### src/rtl/div_pkg.sv
// Shared definitions for the restoring-divider control FSM.
package div_pkg;

    // Controller states; encoding kept to 3 bits to match the legacy state register.
    typedef enum logic [2:0] {
        IDLE = 3'd0,
        CLR  = 3'd1,
        INIT = 3'd2,
        CALC = 3'd3,
        DONE = 3'd4
    } div_state_t;

    // Counter width able to hold 0..iter (cnt reaches iter on the last CALC edge).
    function automatic int unsigned cnt_w(input int unsigned iter);
        return $clog2(iter + 1);
    endfunction

endpackage

### src/rtl/div_ctrl.sv
// Control FSM for a shift/conditional-subtract divider datapath.
// Sequence per operation: CLR, INIT, ITER x CALC, DONE, then back to IDLE.
module div_ctrl
    import div_pkg::*;
#(
    parameter int unsigned ITER = 8
) (
    input  logic clk,
    input  logic rst,
    input  logic start,
    input  logic ge,
    output logic zero,
    output logic init,
    output logic shift,
    output logic ld,
    output logic ready,
    output logic done
);

    localparam int unsigned CNT_W = cnt_w(ITER);
    localparam logic [CNT_W-1:0] LAST = CNT_W'(ITER - 1);

    div_state_t       state;
    div_state_t       state_nxt;
    logic [CNT_W-1:0] cnt;

    // State register with asynchronous reset to IDLE.
    always_ff @(posedge clk or posedge rst) begin
        if (rst) begin
            state <= IDLE;
        end else begin
            state <= state_nxt;
        end
    end

    // Iteration counter: cleared in CLR, counts CALC cycles.
    always_ff @(posedge clk or posedge rst) begin
        if (rst) begin
            cnt <= '0;
        end else if (state == CLR) begin
            cnt <= '0;
        end else if (state == CALC) begin
            cnt <= cnt + CNT_W'(1);
        end
    end

    // Next-state logic; start is only looked at in IDLE, so it is never queued.
    always_comb begin
        state_nxt = state;
        case (state)
            IDLE:    if (start) state_nxt = CLR;
            CLR:     state_nxt = INIT;
            INIT:    state_nxt = CALC;
            CALC:    if (cnt == LAST) state_nxt = DONE;
            DONE:    state_nxt = IDLE;
            default: state_nxt = IDLE;
        endcase
    end

    // Moore command outputs plus the Mealy remainder-load strobe.
    always_comb begin
        zero  = 1'b0;
        init  = 1'b0;
        shift = 1'b0;
        ready = 1'b0;
        done  = 1'b0;
        case (state)
            IDLE:    ready = 1'b1;
            CLR:     zero  = 1'b1;
            INIT:    init  = 1'b1;
            CALC:    shift = 1'b1;
            DONE:    done  = 1'b1;
            default: ready = 1'b0;
        endcase
        ld = (state == CALC) & ge;
    end

endmodule

### config.mk
export PLATFORM = sky130hd
export DESIGN_NAME = div_ctrl
export DESIGN_NICKNAME = d
export VERILOG_FILES = /design/src/rtl/div_pkg.sv /design/src/rtl/div_ctrl.sv
export SDC_FILE = /design/constraint.sdc
export NUM_CORES = 1
export LEC_CHECK = 0
export ABC_AREA = 1
export CAP_MARGIN = 5
export CORE_AREA = 2 2 39 41
export DETAILED_ROUTE_END_ITERATION = 7
export DIE_AREA = 0 0 41 43
export PLACE_DENSITY_LB_ADDON = 0.25
export SYNTH_ARGS = -nofsm -noshare
export SYNTH_HDL_FRONTEND = slang
export SYNTH_SLANG_ARGS = --single-unit
### constraint.sdc
create_clock -name clk -period 2.5 [get_ports clk]
set_input_delay 0.5 -clock clk [delete_from_list [all_inputs] [get_ports clk]]
set_output_delay 0.5 -clock clk [all_outputs]
set_load 0.01 [all_outputs]
==> impl_metrics.py <==
metrics = {
    "outcome": {
        "status": "finished, final reports clean",
    },
    "clock_network": {
        "root_buffer": "clkbuf_4",
        "clkSinkCount": 7,
        "postCtsHoldBufs": 0,
        "clk_pin_slew_ns": 0.06,
        "cts_tree": "yes",
        "cts_buffer_depth": 2,
        "cts_htree_levels": 1,
        "post-cts-setup-buffers": 0,
        "worstSkewPairLatency_ns": 0.26,
        "numCtsBuffers": 3,
        "cts_resized": 0,
    },
    "sta": {
        "finalSetupTns_ns": 0,
        "rsz0062_at_grt": "no",
        "relSlewSlack": 0.8119,
        "final-max-slew-violation-count": 0,
        "finalSetupViolations": 0,
        "fmax_mhz": 467.8,
        "hold_viol": 0,
        "finalCritPeriodShare": 0.8550,
        "whs_ns": 0.4776,
        "fin_crit_ns": 2.138,
        "worst_pin_slew_ns": 0.2819,
        "skew_ns": 0.001475,
    },
    "job": {
        "maxCapViolCount": 0,
    },
    "drt": {
        "wl_met3_microns": 39,
        "drtAntennaViolNets": 0,
        "vias": 351,
        "first_pass_iters": 4,
        "avgViaCountPerCell": 4.558,
        "routedWlPerCell_microns": 9.896,
        "drt_iter0_drc": 7,
        "drc": 0,
        "wl_met1_microns": 348,
        "wirelength_microns": 762,
        "highest-signal-layer": "met4",
        "dr_wl_met2_microns": 357,
    },
    "cells_and_area": {
        "final_cell_count_no_fill": 77,
        "final_util": 0.3788,
        "area_delta_synth_final_pct": 35.16,
        "final_layout_size_suffix_gt1_frac": 0.09836,
        "n_fill_cell": 138,
        "nNetsFinal": 67,
        "diodes": 0,
    },
    "floorplan": {
        "start_util": 0.2803,
        "rows": 14,
        "die_area_sq_mm": 0.001763,
        "core_area_sq_mm": 0.001384,
        "pin_count": 10,
        "die_w_microns": 41,
        "die_height_microns": 43,
    },
    "synthesis": {
        "syn_nets": 53,
        "synthFlopType": "dfrtp_1",
        "yosys_warnings": 0,
        "yosys.area.top_type": "dfrtp_1",
        "synth_edf_count": 0,
        "synth-seq-cells": 7,
        "ys_top_cells_by_area": "dfrtp_1 (45%), nand3_1 (12%), inv_1 (8.7%)",
        "synth_cell_types": 15,
        "syn_area_per_cell_sq_um": 8.081,
        "synth_seq_area_share": 0.4516,
        "synth_top_cell_area_share": 0.4516,
        "syn_inst": 48,
        "synth_common_cells": "inv_1 (9), nand3_1 (9), nand2_1 (8)",
        "synth_area_sq_um": 387.9,
        "async_reset_ff_frac": 1.000,
    },
    "worst_setup_path": {
        "worstSetupStartpointType": "register",
        "crit_type": "register to primary output",
        "end_kind": "primary output",
        "critical_path.max_fanout": 6,
        "worstPathArrival_ns": 1.64,
        "cp.required_ns": 2.00,
    },
    "power": {
        "p_sw_uw": 262.5,
        "sw_frac_of_total": 0.4210,
        "ir_worst_vdd_uv": 341.4,
        "p_seq_frac": 0.359,
        "p_total_uw": 623.4,
        "combPwrFrac": 0.468,
        "internal-power_uw": 361.0,
        "power.density_mw_per_mm2": 1189,
        "p_leak_nw": 0.2649,
        "p_clk_frac": 0.173,
    },
    "placement": {
        "io_buffers": 9,
        "place_hpwl_microns": 575.5,
        "place_congestion": 0.7254,
        "place_inst": 73,
    },
    "global_route": {
        "grt_usage": 0.1154,
        "grt_max_degree": 8,
        "grt_pass1_vias": 334,
        "grt_overflow": 0,
        "antenna_found_initial": 0,
        "grt_pass1_wl_microns": 1352,
    },
    "min_path": {
        "hp-class": "input pin to asynchronous set/reset pin",
    },
}
==> worst max-delay path, stage by stage, from the launching register on <==
cell	delay [ns]
dfrtp_1	0.42
inv_1	0.14
nand3_1	0.19
inv_1	0.09
clkdlybuf4s50_1	0.54
==> state kept, by name, summed over array words and instances (netlist names) <==
| signal | flops |
|---|---|
| cnt | 4 |
| state | 3 |
==> final cells by class <==
cell class,count,area (sq um),area share
Inverter,9,33.78,0.06444
Multi-Input combinational cell,32,178.9,0.3413
Tap cell,16,20.02,0.03819
Clock buffer,4,26.28,0.05012
Timing Repair Buffer,9,90.09,0.1718
Sequential cell,7,175.2,0.3341
==> kinds of logic (layout without fill, tap and decap cells) <==
family | after synthesis | after routing | share of synthesized area
flip-flops | 7 | 7 | 0.4516
AO/OA/AOI/OAI | 4 | 4 | 0.06775
AND/OR/NAND/NOR | 26 | 26 | 0.3387
buffers and inverters | 9 | 22 | 0.08709
XOR/XNOR | 1 | 1 | 0.02258
adder cells (fa/ha/maj) | 1 | 1 | 0.03225
==> placed cells by master (no fill, tap or decap), types with 2 or more instances in the layout <==
| master | count |
|---|---|
| nand2_1 | 8 |
| inv_1 | 9 |
| nor2_1 | 3 |
| nand3_1 | 9 |
| o21ai_0 | 2 |
| nor3_1 | 2 |
| dfrtp_1 | 7 |
| clkbuf_4 | 3 |
| clkdlybuf4s50_1 | 9 |
==> per-layer routing <==
metal  track usage  up-vias
met1        0.1485      156
met2        0.1688        8
met3       0.01571        2
met5             0        -
met4       0.08000        0
li1              -      185
==> stage by stage <==
stage                     instance area [sq um]  setup WS [ns]
after CTS                                 524.3         0.3433
after floorplan                           387.9          1.170
after global routing                      524.3         0.2264
after detailed placement                  498.0         0.3826
after global placement                    498.0         0.3882
final                                     524.3         0.3624
==> power by group through the flow <==
| stage | clock network (mW) | logic (mW) | registers, mW |
|---|---|---|---|
| floorplan | 0 | 0.188 | 0.213 |
| global placement | 0 | 0.293 | 0.225 |
| detailed placement | 0 | 0.295 | 0.226 |
| CTS | 0.112 | 0.299 | 0.224 |
| global route | 0.120 | 0.341 | 0.235 |
| finish | 0.108 | 0.292 | 0.224 |
==> worst paths after layout <==
path	from	slack, ns	depth (start not counted)	end
max	state[2]	0.36	4	zero
min	rst	0.48	2	state[2]
max reg2reg	state[2]	1.41	4	cnt[0]
min reg2reg	cnt[0]	0.57	1	cnt[0]
max in group asynchronous	rst	1.80	2	cnt[2]
min in group clk	cnt[0]	0.57	1	cnt[0]
No activity file was read; power rests on OpenSTA's default activity.
